File: src/rtl/aes_link_pkg.sv
// Shared command/reply codes and controller state encoding for the AES link controller.
package aes_link_pkg;

  localparam logic [7:0] CMD_KEY = 8'h4B;
  localparam logic [7:0] CMD_PT  = 8'h50;

  localparam logic [7:0] RSP_ACK = 8'h06;
  localparam logic [7:0] RSP_NAK = 8'h15;
  localparam logic [7:0] RSP_BAD = 8'h3F;

  typedef enum logic [2:0] {
    StIdle,
    StRecv,
    StStart,
    StWait,
    StSend,
    StTxWait,
    StReply
  } link_state_e;

endpackage

File: src/rtl/byte_shift128.sv
// 128-bit register with parallel load and shift-left-by-8; [127:120] is the outgoing byte.
module byte_shift128 (
  input  logic         i_clk,
  input  logic         i_reset,
  input  logic         i_load,
  input  logic [127:0] i_load_data,
  input  logic         i_shift,
  input  logic [7:0]   i_byte,
  output logic [127:0] o_data
);

  logic [127:0] r_data;

  always_ff @(posedge i_clk) begin
    if (i_reset) begin
      r_data <= '0;
    end else if (i_load) begin
      r_data <= i_load_data;
    end else if (i_shift) begin
      r_data <= {r_data[119:0], i_byte};
    end
  end

  assign o_data = r_data;

endmodule

File: src/rtl/aes_link_ctrl.sv
// Host frame parser and sequencer: assembles key/plaintext from UART bytes, runs one
// AES-128 encryption per 'P' frame and streams the ciphertext back, bracketing it with a trigger.
module aes_link_ctrl
  import aes_link_pkg::*;
#(
  parameter int unsigned GAP_TIMEOUT = 200000,
  parameter int unsigned AES_TIMEOUT = 4096
) (
  input  logic         i_clk,
  input  logic         i_reset,
  input  logic [7:0]   i_rx_data,
  input  logic         i_rx_valid,
  output logic [7:0]   o_tx_data,
  output logic         o_tx_start,
  input  logic         i_tx_done,
  output logic [127:0] o_aes_key,
  output logic [127:0] o_aes_pt,
  output logic         o_aes_start,
  input  logic         i_aes_done,
  input  logic [127:0] i_aes_ct,
  output logic         o_trigger,
  output logic         o_busy,
  output logic         o_err
);

  localparam int unsigned GapW = $clog2(GAP_TIMEOUT + 1);
  localparam int unsigned AesW = $clog2(AES_TIMEOUT + 1);
  localparam logic [GapW-1:0] GapLast = GapW'(GAP_TIMEOUT - 1);
  localparam logic [AesW-1:0] AesLast = AesW'(AES_TIMEOUT - 1);

  link_state_e     r_state;
  logic [7:0]      r_cmd;
  logic [3:0]      r_cnt;
  logic [GapW-1:0] r_gap_cnt;
  logic [AesW-1:0] r_aes_cnt;
  logic [7:0]      r_tx_data;
  logic            r_tx_start;
  logic [127:0]    r_key;
  logic [127:0]    r_pt;
  logic            r_aes_start;
  logic            r_trigger;
  logic            r_busy;
  logic            r_err;

  logic            w_sh_load;
  logic            w_sh_shift;
  logic [7:0]      w_sh_in;
  logic [127:0]    w_sh_data;
  logic [127:0]    w_frame;
  logic            w_rx_drop;

  // The 16th byte is still on i_rx_data when the frame completes.
  assign w_frame   = {w_sh_data[119:0], i_rx_data};
  assign w_rx_drop = i_rx_valid &
                     (r_state inside {StStart, StWait, StSend, StTxWait, StReply});

  // Shared shifter: rx assembly in RECV, ciphertext serializer in WAIT/TXWAIT.
  always_comb begin
    w_sh_load  = 1'b0;
    w_sh_shift = 1'b0;
    w_sh_in    = i_rx_data;
    case (r_state)
      StRecv:   w_sh_shift = i_rx_valid;
      StWait:   w_sh_load  = i_aes_done;
      StTxWait: begin
        w_sh_shift = i_tx_done;
        w_sh_in    = 8'h00;
      end
      default: ;
    endcase
  end

  byte_shift128 u_shift (
    .i_clk       (i_clk),
    .i_reset     (i_reset),
    .i_load      (w_sh_load),
    .i_load_data ({i_aes_ct[119:0], 8'h00}),
    .i_shift     (w_sh_shift),
    .i_byte      (w_sh_in),
    .o_data      (w_sh_data)
  );

  always_ff @(posedge i_clk) begin
    if (i_reset) begin
      r_state     <= StIdle;
      r_cmd       <= '0;
      r_cnt       <= '0;
      r_gap_cnt   <= '0;
      r_aes_cnt   <= '0;
      r_tx_data   <= '0;
      r_tx_start  <= 1'b0;
      r_key       <= '0;
      r_pt        <= '0;
      r_aes_start <= 1'b0;
      r_trigger   <= 1'b0;
      r_busy      <= 1'b0;
      r_err       <= 1'b0;
    end else begin
      r_tx_start  <= 1'b0;
      r_aes_start <= 1'b0;
      case (r_state)
        StIdle: begin
          if (i_rx_valid) begin
            r_busy <= 1'b1;
            if (i_rx_data == CMD_KEY || i_rx_data == CMD_PT) begin
              r_cmd     <= i_rx_data;
              r_cnt     <= '0;
              r_gap_cnt <= '0;
              r_err     <= 1'b0;
              r_state   <= StRecv;
            end else begin
              r_err      <= 1'b1;
              r_tx_data  <= RSP_BAD;
              r_tx_start <= 1'b1;
              r_state    <= StReply;
            end
          end
        end
        StRecv: begin
          if (i_rx_valid) begin
            r_gap_cnt <= '0;
            r_cnt     <= r_cnt + 4'd1;
            if (r_cnt == 4'd15) begin
              if (r_cmd == CMD_KEY) begin
                r_key      <= w_frame;
                r_tx_data  <= RSP_ACK;
                r_tx_start <= 1'b1;
                r_state    <= StReply;
              end else begin
                r_pt        <= w_frame;
                r_aes_start <= 1'b1;
                r_trigger   <= 1'b1;
                r_aes_cnt   <= '0;
                r_state     <= StStart;
              end
            end
          end else if (r_gap_cnt >= GapLast) begin
            // Silent abort: partial payload never reaches key/pt.
            r_err   <= 1'b1;
            r_busy  <= 1'b0;
            r_state <= StIdle;
          end else begin
            r_gap_cnt <= r_gap_cnt + GapW'(1);
          end
        end
        StStart: begin
          r_aes_cnt <= r_aes_cnt + AesW'(1);
          r_state   <= StWait;
        end
        StWait: begin
          if (i_aes_done) begin
            r_trigger  <= 1'b0;
            r_tx_data  <= i_aes_ct[127:120];
            r_tx_start <= 1'b1;
            r_cnt      <= '0;
            r_state    <= StSend;
          end else if (r_aes_cnt >= AesLast) begin
            r_trigger  <= 1'b0;
            r_tx_data  <= RSP_NAK;
            r_tx_start <= 1'b1;
            r_err      <= 1'b1;
            r_state    <= StReply;
          end else begin
            r_aes_cnt <= r_aes_cnt + AesW'(1);
          end
        end
        StSend: r_state <= StTxWait;
        StTxWait: begin
          if (i_tx_done) begin
            if (r_cnt == 4'd15) begin
              r_cnt   <= '0;
              r_busy  <= 1'b0;
              r_state <= StIdle;
            end else begin
              r_cnt      <= r_cnt + 4'd1;
              r_tx_data  <= w_sh_data[127:120];
              r_tx_start <= 1'b1;
              r_state    <= StSend;
            end
          end
        end
        StReply: begin
          if (i_tx_done) begin
            r_busy  <= 1'b0;
            r_state <= StIdle;
          end
        end
        default: r_state <= StIdle;
      endcase
      if (w_rx_drop) r_err <= 1'b1;
    end
  end

  assign o_tx_data   = r_tx_data;
  assign o_tx_start  = r_tx_start;
  assign o_aes_key   = r_key;
  assign o_aes_pt    = r_pt;
  assign o_aes_start = r_aes_start;
  assign o_trigger   = r_trigger;
  assign o_busy      = r_busy;
  assign o_err       = r_err;

endmodule

File: config.mk
export PLATFORM = sky130hd
export DESIGN_NAME = aes_link_ctrl
export DESIGN_NICKNAME = d
export VERILOG_FILES = /design/src/rtl/aes_link_pkg.sv /design/src/rtl/byte_shift128.sv /design/src/rtl/aes_link_ctrl.sv
export SDC_FILE = /design/constraint.sdc
export NUM_CORES = 1
export LEC_CHECK = 0
export ABC_AREA = 1
export ABC_CLOCK_PERIOD_IN_PS = 2500
export BUFFER_PORTS_ARGS = -buffer_cell sky130_fd_sc_hd__buf_2
export CAP_MARGIN = 20
export CORE_ASPECT_RATIO = 1.5
export CORE_MARGIN = 3
export CORE_UTILIZATION = 26
export CTS_BUF_LIST = sky130_fd_sc_hd__clkbuf_4 sky130_fd_sc_hd__clkbuf_8 sky130_fd_sc_hd__clkbuf_16
export DETAILED_ROUTE_END_ITERATION = 8
export GPL_TIMING_DRIVEN = 0
export PLACE_DENSITY = 0.56
export SLEW_MARGIN = 10
export SYNTH_ARGS = -nofsm -noshare
export SYNTH_HDL_FRONTEND = slang
export SYNTH_SLANG_ARGS = --single-unit
File: constraint.sdc
create_clock -name i_clk -period 2.5 [get_ports i_clk]
set_input_delay 0.5 -clock i_clk [delete_from_list [all_inputs] [get_ports i_clk]]
set_output_delay 0.5 -clock i_clk [all_outputs]
set_load 0.005 [all_outputs]
==> reports/results.tsv, run 1 <==
metric	value	unit
grt_pass1_wl	112000	µm
finalSetupTns	0	ns
synth_fa_ha_area_frac	0.00438	
synthTopCellsByArea	dfxtp_1 (52%), nor2_1 (9.6%), nand2_1 (7.4%)	
min_path_cells	3	
hold_start	i_aes_ct[63]	
setup_viol	0	
fin_cells	3620	
cp_data_arrival_time	2.86	ns
slew_headroom	0.289	
post_drt_via_cell_ratio	4.84	
ys.flop_type	dfxtp_1	
power_switching	5.21	mW
clkTransAtPathRegs	0.06	ns
grt_pass1_vias	17000	
worst_ir_drop_vdd	0.000460	V
regToRegStartpoint	r_state[1]	
wl_per_cell	21.5	µm
antenna_found_initial	21	
start_util	0.264	
drt_wl_total	77800	µm
cts_hold_buffers	0	
drc_errors	0	
dieArea	0.0691	mm²
dp_hpwl	58900	µm
synth-compound-area-share	0.195	
root_buffer	clkbuf_16	
dieWidth	216	µm
slew_viol_final	0	
drive_gt1_frac	0.225	
r2r_end	u_shift.o_data[14]	
synth_top_area_frac	0.517	
period_share	0.937	
htreeDepth	2	
cts_tree	yes	
grt_max_degree	15	
first_pass_iters	5	
synth_edf_count	0	
synthArstFlopShare	0	
nFillCells	7092	
syn-cell-area	0.0171	mm²
leakage	9.14	nW
nets	2851	
drtIter0Drc	1130	
synth_xor_area_frac	0.00613	
postSynthCellCount	2240	
switching_share	0.294	
min_path_type	in2reg	
rows	114	
timing.critical_path.mode_cell	clkbuf_1	
pwr-share-comb	0.153	
pwr-share-clk	0.422	
antenna_violating_nets_post_route	0	
syn_to_final_growth	29.0	%
required	3.02	ns
cts_made_buffers	47	
synth_top_area_cell	dfxtp_1	
ys_seq_elements	443	
slowest_stage	clkbuf_1	
intPower	12.5	mW
avgSynthCellArea	7.66	µm²
whs_endpoint	u_shift.o_data[71]	
critical_path_class	in2reg	
die_h	321	µm
clock_latency	0.60	ns
clock_skew	0.0208	ns
reg2reg_depth	9	
grt-ovfl-total	0	
yosysSeqAreaShare	0.517	
syn-num-nets	2387	
vias	17500	
hold_viol_final	0	
fin_crit	2.34	ns
cp-end-kind	flip-flop	
status	finished, final reports clean	
tightest_slew	1.07	ns
yosysUniqueCellTypes	37	
grtUsageTotal	0.215	
ios	410	
dp_cells	3519	
cap_violations	0	
powerDensity	801	mW/mm²
globalplace.congestion	0.917	
startpoint_type	input port	
cts_max_path_buffers	3	
critical_path.max_stage_delay	0.83	ns
synthMuxAreaShare	0	
core-area	0.0649	mm²
crit_fanout	10	
fmax	427	MHz
synth_top_family_by_area	simple AND/OR/NAND/NOR gates	
p_seq_frac	0.425	
rsz0062_at_grt	no	
crit_family	buffers and inverters	
yosys_warnings	0	
cp_cell_sequence	clkbuf_1 > clkinvlp_4 > clkbuf_1 > clkbuf_1 > o21ai_1 > a21oi_1	
synthSimpleGateAreaFrac	0.209	
crit_buf_inv	4	
r2r_setup_slack	0.16	ns
cts_sinks	443	
io_buffers	408	
[cell usage after synthesis (6+ instances only)]
cell type,number
ha_1,6
nor3_1,15
nand2_1,337
a21oi_1,195
nand4_1,22
nand3_1,67
buf_4,6
buf_2,73
o21ai_0,67
inv_2,10
a31oi_1,63
nor2_1,440
dfxtp_1,443
inv_1,116
clkbuf_1,73
a221oi_1,62
xor2_1,9
o21ai_1,208
[metrics by stage]
stage	hold slack [ns]	power [mW]	area, µm²	setup WS, ns	util
finish	0.139	17.7	22100	0.158	0.341
global route	0.119	18.4	22100	0.00129	0.341
global placement	0.435	10.3	20300	-0.689	0.312
CTS	0.0988	17.9	22000	0.00875	0.339
floorplan	0.426	9.26	17100	0.622	-
detailed placement	0.438	10.3	20300	-0.737	0.313
[logic make-up (layout without fill, tap and decap cells)]
family | count (synthesis) | after routing
AOI/OAI and AO/OA | 602 | 602
xor gates and xnor gates | 12 | 12
adders and majority gates | 6 | 6
buffers and inverters | 281 | 780
DFF | 443 | 443
other | 0 | 11
and+or+nand+nor | 896 | 896
[worst reg2reg max path, delay by kind of cell (launching register included)]
| kind | cells | cell delay (ns) |
|---|---|---|
| buf+inv | 4 | 0.80 |
| compound gates | 1 | 0.31 |
| simple gates | 4 | 0.58 |
| flops | 1 | 0.54 |
[repair_timing]
| action | 4_1_cts | 5_1_grt |
|---|---|---|
| setup buffers | 5 | 1 |
| resized for setup | 16 | 28 |
| pin swaps | 2 | 1 |
| endpoints found under the setup margin | 353 | 265 |
[metal layers]
metal | vias to the layer above | track usage | routed length, µm
met2 | 604 | 0.390 | 39700
li1 | 8456 | - | -
met1 | 8328 | 0.244 | 30100
met5 | - | 0 | 94
met4 | 14 | 0.0805 | 2580
met3 | 132 | 0.0523 | 5350
[final cells by class]
type | count | area [µm²] | share of cell area
inverter | 128 | 489 | 0.0221
tap | 870 | 1090 | 0.0492
timing repair buffer | 415 | 2110 | 0.0956
clock inverter | 21 | 264 | 0.0119
sequential | 443 | 8870 | 0.401
antenna | 11 | 27.5 | 0.00124
multi-input combinational | 1516 | 7160 | 0.324
clock buffer | 63 | 1360 | 0.0617
buffer | 153 | 743 | 0.0336
[registers in the layout, summed over array words and instances, names as in the netlist]
register	flops
r_gap_cnt	18
o_err	1
o_tx_start	1
r_cnt	4
r_aes_cnt	13
o_aes_start	1
r_cmd	8
o_tx_data	8
r_state	3
o_aes_pt	128
o_aes_key	128
o_busy	1
o_trigger	1
u_shift.o_data	128
[layout by cell type, fill, tap and decap left out, types with 22 or more instances in the layout]
cell type  netlist  layout
a221oi_1        62      62
clkbuf_16        0      48
nor2_1         440     439
clkbuf_1        73      65
nand2_1        337     336
o21ai_0         67      67
nand3_1         67      65
dfxtp_1        443     442
inv_1          116     116
a21oi_1        195     195
o21ai_1        208     205
nand4_1         22      22
buf_2           73     467
a31oi_1         63      63
[worst max path at each step]
| stage | start | endpoint | slack [ns] | depth (start not counted) |
|---|---|---|---|---|
| 4_1_cts | i_reset | o_tx_data[2] | 0.009 | 6 |
| 5_1_grt | r_state[2] | o_aes_key[0] | 0.001 | 11 |
| 3_5_place_dp | i_reset | o_aes_pt[107] | -0.74 | 6 |
| 6_report | i_reset | o_aes_key[2] | 0.16 | 6 |
| 2_1_floorplan | r_aes_cnt[0] | o_tx_data[5] | 0.62 | 12 |
| 3_3_place_gp | i_reset | o_aes_pt[107] | -0.69 | 6 |
[power by group through the flow]
stage               registers, mW  logic, mW  clock network [mW]
floorplan                    7.61       1.64                   0
global placement             7.69       2.62                   0
detailed placement           7.69       2.63                   0
CTS                          7.53       2.70                7.63
global route                 7.56       3.00                7.87
finish                       7.54       2.71                7.47
Power figures use the tool's default switching activity.
==> inputs of run 2 (changes only) <==
- GPL_TIMING_DRIVEN: 0 -> default
- PLACE_DENSITY: 0.56 -> 0.55
- SYNTH_HIERARCHICAL: default -> 1
==> run 2 against run 1 <==
  * Global-route usage shrank 3.7 points
  * Final cell count increased by 10%
  * Worst hold slack better by 0.054 ns
  * Routed wire length down 10%
  * Worst setup slack improved by 0.12 ns
  * Register-to-register slack improved by 0.12 ns
  * Clock power hardly changed
  * Maximum frequency is 5.5% higher
  * Non-clock buffer count decreased by 103
  * First-iteration DRC count is 15% lower
  * Area after synthesis up 9.3%
  * Combinational power hardly changed
  * Critical path type is now reg2reg
==> reports/results.tsv, run 2 <==
metric	value	unit	change
dp_slack	0.287	ns	+1.02 ns
rows	119		+4.4%
nFillCells	7767		+9.5%
r2r_setup_slack	0.28	ns	+0.12 ns
vias	18100		+3.0%
yosysUniqueCellTypes	36		-2.7%
rsz0062_at_grt	no		
first_pass_iters	5		unchanged
yosysSeqAreaShare	0.473		-0.0440
post_drt_via_cell_ratio	4.54		-6.3%
final_common_cell	nand2_1		
yosysMostFrequentCell	nand2_1		
antenna_violating_nets_post_route	0		unchanged
io_buffers	409		+0.25%
synthArstFlopShare	0		unchanged
ys_seq_elements	443		unchanged
drive_gt1_frac	0.189		-0.0364
start_util	0.264		about the same
cp.depth	6		unchanged
cp-end-kind	flip-flop		
die_h	335	µm	+4.5%
dieWidth	225	µm	+4.4%
root_buffer	clkbuf_16		
dp_cells	3886		+10%
syn-cell-area	0.0187	mm²	+9.3%
r2r_end	o_tx_data[6]		
slowest_stage	dfxtp_1		
globalplace.congestion	0.862		-6.0%
grt-ovfl-total	0		unchanged
placed_area	0.0218	mm²	+7.4%
setup_viol	0		unchanged
tightest_slew	0.735	ns	-0.331 ns
syn_to_final_growth	25.1	%	
period_share	0.888		-0.0492
fmax	451	MHz	+5.5%
power.total	17.8	mW	+0.45%
post-cts-setup-buffers	0		-5
layout_common_cells	nand2_1 (534), dfxtp_1 (443), buf_2 (409)		
finalSetupTns	0	ns	unchanged
drt_wl_total	69900	µm	-10%
dp_hpwl	49800	µm	-16%
regArea	0.00887	mm²	about the same
nets	3177		+11%
startpoint_type	flip-flop		
finalInstanceArea	0.0234	mm²	+6.0%
cts_hold_buffers	0		unchanged
crit_path_end	o_tx_data[6]		
required	3.04	ns	+0.02 ns
cp_data_arrival_time	2.76	ns	-0.10 ns
min_path_cells	5		+2
drtIter0Drc	956		-15%
grt_pass1_wl	104000	µm	-7.2%
fin_crit	2.22	ns	-0.123 ns
synth_top_area_cell	dfxtp_1		
regToRegStartpoint	r_state[1]		
cts_max_path_buffers	3		unchanged
postSynthCellCount	2674		+19%
worst_ir_drop_vdd	0.000596	V	+30%
antenna_found_initial	12		-43%
clock_latency	0.60	ns	about the same
status	finished, final reports clean		
ios	410		unchanged
min_path_type	in2reg		
crit_path_start	r_state[1]		
drc_errors	0		unchanged
yosys_warnings	6		+6
grtUsageTotal	0.178		-0.0371
fin_cells	3981		+10%
hold_viol_final	0		unchanged
crit_family	simple AND/OR/NAND/NOR gates		
clock_skew	0.0300	ns	+0.00923 ns
ys.flop_type	dfxtp_1		
synth_common_cells	nand2_1 (535), dfxtp_1 (443), inv_1 (337)		
reg2reg_depth	6		-3
leakage	11.1	nW	+22%
crit_fanout	45		+35
grt_max_degree	117		+102
cts_tree	yes		
core-area	0.0709	mm²	+9.2%
multiInputGateArea	0.00777	mm²	+8.5%
dieArea	0.0754	mm²	+9.1%
cp_cell_sequence	nand3_1 > nor2_4 > buf_4 > a22o_1 > o21ai_0 > nor2_1		
avgSynthCellArea	7.01	µm²	-8.4%
crit_buf_inv	1		-3
critical_path.max_stage_delay	0.52	ns	-0.31 ns
cts_made_buffers	49		+4.3%
clkTransAtPathRegs	0.07	ns	about the same
cts_resized	0		-16
wl_per_cell	17.6	µm	-18%
fin_ws	0.281	ns	+0.123 ns
cts_sinks	443		unchanged
htreeDepth	2		unchanged
powerDensity	759	mW/mm²	-5.2%
critical_path_class	reg2reg		
synth_top_area_frac	0.473		-0.0440
slew_headroom	0.510		+0.221
synth_edf_count	0		unchanged
cap_violations	0		unchanged
grt_pass1_vias	17000		+0.15%
synthTopCellsByArea	dfxtp_1 (47%), nand2_1 (11%), nand3_1 (8.1%)		
slew_viol_final	0		unchanged
run 2: cell types whose count changed in the layout (fill, tap and decap cells not counted), moves of 62 or more:
| cell | delta |
|---|---|
| clkbuf_1 | -65 |
| o21ai_0 | +165 |
| a221oi_1 | -62 |
| inv_1 | +221 |
| nor2_1 | -111 |
| nand3_1 | +237 |
| nand2_1 | +198 |
| o21ai_1 | -150 |
| a31oi_1 | -63 |
run 2: tightest hold or removal path: stages:
cell	delay (ns)
buf_2	0.07
nand2_1	0.04
nand3_1	0.07
nand2_1	0.04
inv_1	0.04
run 2: worst min-delay path by stage:
stage | end | from | slack (ns)
6_report | u_shift/o_data[54] | i_aes_ct[46] | 0.19
5_1_grt | u_shift/o_data[76] | i_aes_ct[68] | 0.18
4_1_cts | u_shift/o_data[30] | i_aes_ct[22] | 0.14
3_5_place_dp | o_aes_key[119] | o_aes_key[119] | 0.43
3_3_place_gp | o_aes_key[78] | o_aes_key[78] | 0.43
2_1_floorplan | r_cmd[1] | r_cmd[1] | 0.43
run 2: cells by family after synthesis:
kind of cell	share of synthesized area
adder cells (fa/ha/maj)	0.00401
XOR/XNOR	0.00607
AND/OR/NAND/NOR	0.272
buffers and inverters	0.116
AO/OA/AOI/OAI	0.129
flip-flops	0.473
other	0.000200
run 2: layout make-up:
cell class | instances | area share
repair buffers | 465 | 0.115
inverters | 348 | 0.0565
clock buffers | 64 | 0.0600
flip-flops and latches | 443 | 0.378
clock inverters | 23 | 0.00998
well taps | 907 | 0.0484
diodes | 8 | 0.000854
multi-input cells | 1723 | 0.331
run 2: stage by stage:
stage,utilization,hold slack (ns)
after floorplan,-,0.426
after global placement,0.307,0.427
after detailed placement,0.307,0.432
after CTS,0.331,0.141
after global routing,0.331,0.181
final,0.331,0.193
run 2: power by group:
| part | internal, mW | total [mW] | switching [mW] |
|---|---|---|---|
| sequential | 7.31 | 7.62 | 0.310 |
| combinational | 0.915 | 2.73 | 1.82 |
| clock | 4.29 | 7.45 | 3.16 |
run 2: per-layer routing:
metal | wire length [µm] | up-vias | global-route usage
li1 | - | 9178 | -
met1 | 27400 | 8259 | 0.201
met2 | 34500 | 501 | 0.316
met3 | 5380 | 122 | 0.0528
met4 | 2550 | 6 | 0.0700
met5 | 34 | - | 0
==> inputs of run 3 (changes only) <==
- ABC_CLOCK_PERIOD_IN_PS: 2500 -> 2600
- clock period: 2.5 -> 2.6 ns (I/O delays scaled with it)
==> run 3 against run 2 <==
  * Maximum frequency is 3.3% lower
  * Critical path depth rose by 5
  * Count of clock-buffer cells in the layout increased by 2
  * Worst hold slack gained 0.027 ns
  * Via count up 0.32%
  * Sequential share of layout area up 0.073 points
  * Final cell count down 0.23%
  * Flip-flop and latch count did not move
  * Critical path type unchanged
  * Critical endpoint is now u_shift/o_data[4]
  * Largest cell class unchanged
  * Highest routed layer unchanged
==> reports/results.tsv, run 3 (synthesis results as in run 2) <==
metric	value	unit	change
status	finished, final reports clean		
nets	3170		-0.22%
post-cts-setup-buffers	0		unchanged
dp_slack	0.329	ns	+0.0420 ns
crit_fanout	42		-6.7%
rsz0062_at_grt	no		
grtUsageTotal	0.178		-0.000593
antenna_found_initial	10		-2
cp_data_arrival_time	2.81	ns	+0.05 ns
r2r_setup_slack	0.31	ns	+0.03 ns
hold_viol_final	0		unchanged
utilization	0.330		-0.000635
cts_max_path_buffers	3		unchanged
fmax	436	MHz	-3.3%
htreeDepth	2		unchanged
io_buffers	409		unchanged
dp_hpwl	49200	µm	-1.3%
dieWidth	225	µm	unchanged
nFillCells	7826		+0.76%
slew_headroom	0.555		+0.0451
clock_latency	0.59	ns	about the same
syn_to_final_growth	24.9	%	
post_drt_via_cell_ratio	4.56		+0.54%
cts_tree	yes		
startpoint_type	flip-flop		
core-area	0.0709	mm²	unchanged
cts_resized	0		unchanged
cap_violations	0		unchanged
grt_max_degree	87		-26%
start_util	0.264		unchanged
cts_sinks	443		unchanged
clock_skew	0.0238	ns	-0.00624 ns
crit_path_start	r_state[2]		
drive_gt1_frac	0.187		-0.00159
globalplace.congestion	0.911		+5.7%
required	3.12	ns	+0.08 ns
cts_hold_buffers	0		unchanged
first_pass_iters	5		unchanged
layout_common_cells	nand2_1 (534), dfxtp_1 (443), buf_2 (409)		
worst_ir_drop_vdd	0.000422	V	-29%
leakage	11.1	nW	-0.14%
root_buffer	clkbuf_16		
drt_wl_total	69700	µm	-0.20%
grt-ovfl-total	0		unchanged
tightest_slew	0.665	ns	-0.0701 ns
final_common_cell	nand2_1		
period_share	0.882		-0.00541
cp-end-kind	flip-flop		
die_h	335	µm	unchanged
fin_crit	2.29	ns	+0.0747 ns
hold_start	i_aes_ct[61]		
ios	410		unchanged
power.total	16.9	mW	-4.9%
antenna_violating_nets_post_route	0		unchanged
slew_viol_final	0		unchanged
rows	119		unchanged
fin_ws	0.306	ns	+0.0253 ns
drtIter0Drc	877		-8.3%
clkTransAtPathRegs	0.06	ns	about the same
grt_pass1_vias	17200		+0.95%
wl_per_cell	17.6	µm	about the same
setup_viol	0		unchanged
finalSetupTns	0	ns	unchanged
regToRegStartpoint	r_state[2]		
drc_errors	0		unchanged
dieArea	0.0754	mm²	unchanged
min_path_type	in2reg		
critical_path_class	reg2reg		
cts_made_buffers	46		-6.1%
finalInstanceArea	0.0234	mm²	-0.19%
powerDensity	723	mW/mm²	-4.7%
grt_pass1_wl	104000	µm	+0.51%
placed_area	0.0218	mm²	about the same
vias	18100		+0.32%
[run 3: critical path, cell delays in order, from the launching register on]
cell and delay, ns:
dfxtp_1 0.49, inv_2 0.14, nand2_2 0.16, nor2_4 0.06, nand2_2 0.17, o21ai_4 0.20
nor2_4 0.17, buf_4 0.47, nand2_1 0.11, nand3_1 0.10, nand2_1 0.05, inv_1 0.05
[run 3: layer usage]
layer | up-vias | part of all wire | GRT usage | wire length [µm]
li1 | 9156 | - | - | -
met1 | 8349 | 0.40 | 0.204 | 28200
met3 | 115 | 0.070 | 0.0510 | 4860
met5 | - | 0.00096 | 0 | 67
met4 | 10 | 0.034 | 0.0650 | 2350
met2 | 493 | 0.49 | 0.313 | 34300
[run 3: power breakdown]
group | internal (mW) | switching [mW]
clock | 4.11 | 2.93
combinational | 0.830 | 1.75
sequential | 7.03 | 0.289
[run 3: final timing paths]
path                        end  cells after the start
min          u_shift/o_data[69]                      5
max           u_shift/o_data[4]                     11
min reg2reg      o_aes_key[125]                      2
max reg2reg   u_shift/o_data[4]                     11
[run 3: final cells by class]
type	count	area, µm²	share of cell area
diodes	5	12.5	0.000535
clock buffers	66	1380	0.0590
clock inverters	19	214	0.00914
inverters	348	1320	0.0566
multi-input cells	1723	7770	0.332
flip-flops and latches	443	8870	0.379
well taps	907	1130	0.0485
repair buffers	461	2700	0.115
[run 3: per-stage QoR]
| step | hold slack (ns) | std cells |
|---|---|---|
| 2_1_floorplan | 0.426 | 2681 |
| 3_3_place_gp | 0.429 | 3882 |
| 3_5_place_dp | 0.432 | 3882 |
| 4_1_cts | 0.170 | 3967 |
| 5_1_grt | 0.208 | 3968 |
| 6_report | 0.220 | 3972 |
